[config.mk]
export PLATFORM = sky130hd
export DESIGN_NAME = gb_cpu_sequencer
export DESIGN_NICKNAME = d
export VERILOG_FILES = /design/src/rtl/gb_cpu_sequencer.sv
export SDC_FILE = /design/constraint.sdc
export NUM_CORES = 1
export LEC_CHECK = 0
export CAP_MARGIN = 20
export CORE_MARGIN = 2
export CORE_UTILIZATION = 40
export DETAILED_ROUTE_END_ITERATION = 6
export PLACE_DENSITY = 0.78
export SLEW_MARGIN = 20
export SYNTH_ARGS = -nofsm -noshare
export SYNTH_HDL_FRONTEND = slang
export SYNTH_SLANG_ARGS = --single-unit
[constraint.sdc]
create_clock -name clk -period 2.3 [get_ports clk]
set_input_delay 0.46 -clock clk [delete_from_list [all_inputs] [get_ports clk]]
set_output_delay 0.46 -clock clk [all_outputs]
set_load 0.02 [all_outputs]
[src/rtl/gb_cpu_sequencer.sv]
// Game Boy CPU M-cycle/T-cycle sequencer: owns IR + CB prefix, walks the decoded schedule, hard-locks on illegal opcodes.
// Latency: an opcode on mem_rdata is in the IR one clock after the t_cycle==3 edge of a fetch M-cycle (4 clocks per M-cycle).
// Backpressure: stall freezes every counter and all state; a boundary held by stall defers the IR load and instr_done.
module gb_cpu_sequencer #(
    parameter int MAX_M_CYCLES = 6
) (
    input  logic       clk,
    input  logic       rst_n,
    input  logic       stall,
    input  logic [7:0] mem_rdata,
    input  logic [2:0] sched_len,
    input  logic [2:0] sched_cond_m,
    input  logic       cond_true,
    output logic [7:0] ir_opcode,
    output logic       ir_cb_prefix,
    output logic [2:0] m_cycle,
    output logic [1:0] t_cycle,
    output logic       fetch_m,
    output logic       instr_done,
    output logic       locked
);

    typedef enum logic [1:0] {
        ST_EXEC     = 2'd0,
        ST_CB_FETCH = 2'd1,
        ST_LOCKED   = 2'd2
    } state_t;

    localparam logic [2:0] MAX_M = 3'(MAX_M_CYCLES);

    state_t     state_q;
    logic [7:0] ir_q;
    logic       cb_q;
    logic [2:0] m_q;
    logic [1:0] t_q;

    logic [2:0] len_eff;
    logic       last_m;
    logic       boundary;
    logic [1:0] t_d;

    // Opcodes that freeze the real CPU until reset.
    function automatic logic is_hard_lock(input logic [7:0] op);
        case (op)
            8'hD3, 8'hDB, 8'hDD, 8'hE3, 8'hE4, 8'hEB,
            8'hEC, 8'hED, 8'hF4, 8'hFC, 8'hFD: is_hard_lock = 1'b1;
            default:                           is_hard_lock = 1'b0;
        endcase
    endfunction

    // Effective schedule length, last-M-cycle detection and the M-cycle boundary strobe.
    always_comb begin
        if (sched_len == 3'd0) begin
            len_eff = 3'd1;
        end else if (sched_len > MAX_M) begin
            len_eff = MAX_M;
        end else begin
            len_eff = sched_len;
        end
        // ">=" rather than "==" so a schedule that shrinks under us ends the instruction here
        // instead of letting m_cycle run past the schedule.
        last_m   = (m_q >= (len_eff - 3'd1)) | ((m_q == sched_cond_m) & ~cond_true);
        boundary = (t_q == 2'd3) & ~stall;
        t_d      = t_q + 2'd1;
    end

    // Sequencer FSM: counters, instruction register and prefix flag.
    always_ff @(posedge clk or negedge rst_n) begin
        if (!rst_n) begin
            state_q <= ST_EXEC;
            ir_q    <= 8'h00;
            cb_q    <= 1'b0;
            m_q     <= 3'd0;
            t_q     <= 2'd0;
        end else begin
            case (state_q)
                ST_EXEC: begin
                    if (!stall) begin
                        t_q <= t_d;
                    end
                    if (boundary) begin
                        if (last_m) begin
                            m_q  <= 3'd0;
                            ir_q <= mem_rdata;
                            cb_q <= 1'b0;
                            if (mem_rdata == 8'hCB) begin
                                state_q <= ST_CB_FETCH;
                            end else if (is_hard_lock(mem_rdata)) begin
                                state_q <= ST_LOCKED;
                            end
                        end else begin
                            m_q <= m_q + 3'd1;
                        end
                    end
                end
                ST_CB_FETCH: begin
                    // Second opcode byte: never another prefix, never a lock opcode.
                    if (!stall) begin
                        t_q <= t_d;
                    end
                    if (boundary) begin
                        ir_q    <= mem_rdata;
                        cb_q    <= 1'b1;
                        state_q <= ST_EXEC;
                    end
                end
                ST_LOCKED: begin
                    m_q <= 3'd0;
                    t_q <= 2'd0;
                end
                default: begin
                    state_q <= ST_EXEC;
                    m_q     <= 3'd0;
                    t_q     <= 2'd0;
                end
            endcase
        end
    end

    // Output mapping; fetch_m and instr_done follow the live schedule inputs.
    always_comb begin
        ir_opcode    = ir_q;
        ir_cb_prefix = cb_q;
        m_cycle      = m_q;
        t_cycle      = t_q;
        locked       = (state_q == ST_LOCKED);
        fetch_m      = 1'b0;
        instr_done   = 1'b0;
        case (state_q)
            ST_EXEC: begin
                fetch_m    = last_m;
                instr_done = boundary & last_m;
            end
            ST_CB_FETCH: fetch_m = 1'b1;
            default: begin
                fetch_m    = 1'b0;
                instr_done = 1'b0;
            end
        endcase
    end

endmodule

==> flow_summary.yaml <==
synth:
  ys.warnings.count: 0
  synth-seq-area-share_pct: 40.0
  synth_area_leaders: "sky130_fd_sc_hd__dfrtp_1 40%, sky130_fd_sc_hd__mux2_2 10%, sky130_fd_sc_hd__ha_1 7.5%"
  synthCells: 94
  postSynthNetCount: 118
  netlist-cell-type-count: 35
  synth_top_area_cell: "sky130_fd_sc_hd__dfrtp_1"
  syn-mean-instance-area_sq_um: 10.6
  netlist_area_sq_um: 1000
  synthDominantCellAreaShare_pct: 40.0
  yosys_register_bits: 16
floorplanning:
  ioPinCount: 35
  fp.dieH_um: 54.0
  floorplan.initialDensity_pct: 41.2
  rows: 18
  core_sq_um: 2430
  die_x_um: 54.0
  die_area_sq_um: 2920
clocking:
  ctsHoldBuffers: 0
  worstSkewPairLatency_ns: 0.29
  numClockSinks: 16
  tritoncts: "built"
  cts_root_buffer: "sky130_fd_sc_hd__clkbuf_4"
  clock_path_buffers: 2
  cts_max_level: 1
  tritoncts.num_buffers: 3
  worst_setup_hold_path_clk_slew_ns: 0.10
worst_hold_path:
  worstHoldPathType: "register to register"
setup_path:
  worst-path-buf-inv: 2
  critical_path_peak_fanout: 3
  critPathKind: "primary input to primary output"
  ff2ff_setup_slack_ns: 0.15
  crit_path_frequent_cell: "sky130_fd_sc_hd__a21oi_4"
  cp_slowest_stage_delay_ns: 0.32
  timing.critical_path.required_ns: 1.84
  cp_top_family: "adder cells"
  crit_path_arrival_time_ns: 1.94
  crit_path_top_delay_cell: "sky130_fd_sc_hd__ha_1"
  timing.critical_path.cells: "buf_8, a21oi_4, a21oi_4, ha_4, xnor2_2, ha_1, o21ai_4, a21oi_4, nor2_4, nor3_4, buf_6"
  crit_path_start_kind: "primary input"
  end_kind: "primary output"
global_route:
  number_of_global_route_vias_before_repair: 1006
  use_met2_pct: 39.6
  met3_usage_pct: 3.33
  busiest_layer: "met2"
  grt_util_met1_pct: 22.5
  groute.usage.overall_pct: 20.1
  grt_max_degree: 17
  grt_first_pass_wirelength_um: 4250
  grt_antenna_before_repair: 0
  grt_overflow: 0
sta:
  fin_crit_sh_pct: 104
  period_needed_ns: 2.40
  finalClockSkew_ns: 0.00416
  max_slew_margin_pct: 51.6
  finalSetupViolations: 12
  rsz0062_at_grt: "yes"
  hold_violations: 0
  postLayoutSetupSlackWorst_ns: -0.0977
  fmax_ghz: 0.417
  finalMaxSlewViolations: 0
  worst_slew_pin_slew_ns: 0.723
  fin_setup_tns_ns: -0.907
pwr:
  peakVddDrop_mv: 0.283
  power.density_cell_area_nw_per_um2: 357
  p_leak_nw: 0.764
status:
  outcome: "finished with violations"
  violations: "setup timing"
routing:
  detail-route-antenna-nets: 0
  dr.first_iter.drc_count: 13
  routedWlPerCell_um: 15.2
  vias_per_cell: 5.35
  first_pass_iters: 4
  via_count: 937
  drc: 0
  postRouteWirelength_um: 2660
place:
  place_ws_ns: -1.10
  detailedPlacementHpwl_um: 1990
  port_buf_inserts: 34
  dpl.cell_count: 168
  place.gp.congestion: 0.764
layout:
  fin_cells: 175
  final_common_cell: "sky130_fd_sc_hd__clkdlybuf4s50_1"
  mostFrequentLayoutCells: "29 x sky130_fd_sc_hd__clkdlybuf4s50_1, 16 x sky130_fd_sc_hd__dfrtp_1, 13 x sky130_fd_sc_hd__buf_4"
  num_antenna_cells: 0
  fin_util_pct: 70.4
  area_growth_pct: 71.1
  layout.nets: 170
  post_route_cells_drive_above_1_share_pct: 39.3
job:
  maxCapViolCount: 0
## final cells by class
| type | count | area (sq um) |
|---|---|---|
| repair buffers | 50 | 488 |
| well taps | 30 | 37.5 |
| fillers | 194 | 719 |
| multi-input cells | 69 | 721 |
| flip-flops and latches | 16 | 400 |
| inverters | 6 | 30.0 |
| clock buffers | 4 | 36.3 |
## routing by layer
metal  wire length (um)  vias up
li1                   -      440
met3                135        0
met1               1020      459
met4                  0        0
met5                  0        -
met2               1500       38
## through the flow
stage | instance area (sq um) | hold WS [ns] | total power [W]
floorplan | 1110 | 0.164 | 0.000337
global placement | 1580 | 0.498 | 0.000396
detailed placement | 1580 | 0.500 | 0.000400
CTS | 1660 | 0.527 | 0.000596
global route | 1710 | 0.543 | 0.000639
finish | 1710 | 0.526 | 0.000611
## cells by family after synthesis
logic type / Yosys count / synth area share (%)
and+or+nand+nor: 28 / 16.0
DFF: 16 / 40.0
xor gates and xnor gates: 5 / 4.37
muxes: 10 / 11.1
AOI/OAI and AO/OA: 20 / 16.8
buffers and inverters: 9 / 4.25
adders and majority gates: 6 / 7.50
## what timing repair did
item,in CTS,in global routing
buffers inserted,2,1
setup endpoints to repair,16,11
pin swaps,10,9
resized for setup,33,10
## where the power goes
part	switching, W	internal (W)
Combinational	0.0000620	0.0000778
Sequential	0	0.000281
Clock	0.0000938	0.0000963
Total	0.000156	0.000455
## cells in the mapped netlist
| cell | count |
|---|---|
| sky130_fd_sc_hd__nor4b_1 | 1 |
| sky130_fd_sc_hd__ha_1 | 6 |
| sky130_fd_sc_hd__nor2b_1 | 1 |
| sky130_fd_sc_hd__o41ai_4 | 1 |
| sky130_fd_sc_hd__a211oi_1 | 1 |
| sky130_fd_sc_hd__xnor2_1 | 1 |
| sky130_fd_sc_hd__buf_6 | 1 |
| sky130_fd_sc_hd__nand2b_1 | 2 |
| sky130_fd_sc_hd__and3b_1 | 1 |
| sky130_fd_sc_hd__buf_2 | 1 |
| sky130_fd_sc_hd__or4_2 | 1 |
| sky130_fd_sc_hd__nor2_1 | 8 |
| sky130_fd_sc_hd__o211ai_1 | 1 |
| sky130_fd_sc_hd__a221oi_1 | 1 |
| sky130_fd_sc_hd__a22o_2 | 1 |
| sky130_fd_sc_hd__and2_1 | 1 |
| sky130_fd_sc_hd__xor2_1 | 4 |
| sky130_fd_sc_hd__o21ai_0 | 4 |
| sky130_fd_sc_hd__nor3_1 | 2 |
| sky130_fd_sc_hd__o2111ai_1 | 1 |
| sky130_fd_sc_hd__nor3b_1 | 2 |
| sky130_fd_sc_hd__mux2i_1 | 1 |
| sky130_fd_sc_hd__or3b_1 | 2 |
| sky130_fd_sc_hd__clkbuf_1 | 1 |
| sky130_fd_sc_hd__a41oi_1 | 1 |
| sky130_fd_sc_hd__a21oi_1 | 6 |
| sky130_fd_sc_hd__or4b_1 | 1 |
| sky130_fd_sc_hd__nand2_1 | 5 |
| sky130_fd_sc_hd__a211o_1 | 1 |
| sky130_fd_sc_hd__nand3b_1 | 1 |
| sky130_fd_sc_hd__a21oi_2 | 1 |
| sky130_fd_sc_hd__inv_1 | 6 |
| sky130_fd_sc_hd__mux2_2 | 9 |
| sky130_fd_sc_hd__dfrtp_1 | 16 |
| sky130_fd_sc_hd__o31ai_4 | 1 |
## registers in the layout, summed over array words and instances, names as in the netlist
| register | count |
|---|---|
| ir_opcode | 8 |
| m_cycle | 3 |
| state_q | 2 |
| t_cycle | 2 |
| ir_cb_prefix | 1 |
## path summary, 6_finish.rpt
kind                                     startpoint                       end  cells after the start
max                                    sched_len[1]                instr_done                     11
min                        ir_opcode[5]$_DFFE_PN0P_  ir_opcode[5]$_DFFE_PN0P_                      1
max reg2reg                  m_cycle[0]$_DFFE_PN0P_  ir_opcode[2]$_DFFE_PN0P_                     10
min reg2reg                ir_opcode[5]$_DFFE_PN0P_  ir_opcode[5]$_DFFE_PN0P_                      1
max in group asynchronous                     rst_n    m_cycle[0]$_DFFE_PN0P_                      1
min in group asynchronous                     rst_n  ir_opcode[5]$_DFFE_PN0P_                      1
Note: power is estimated with default switching activity, not from simulation.
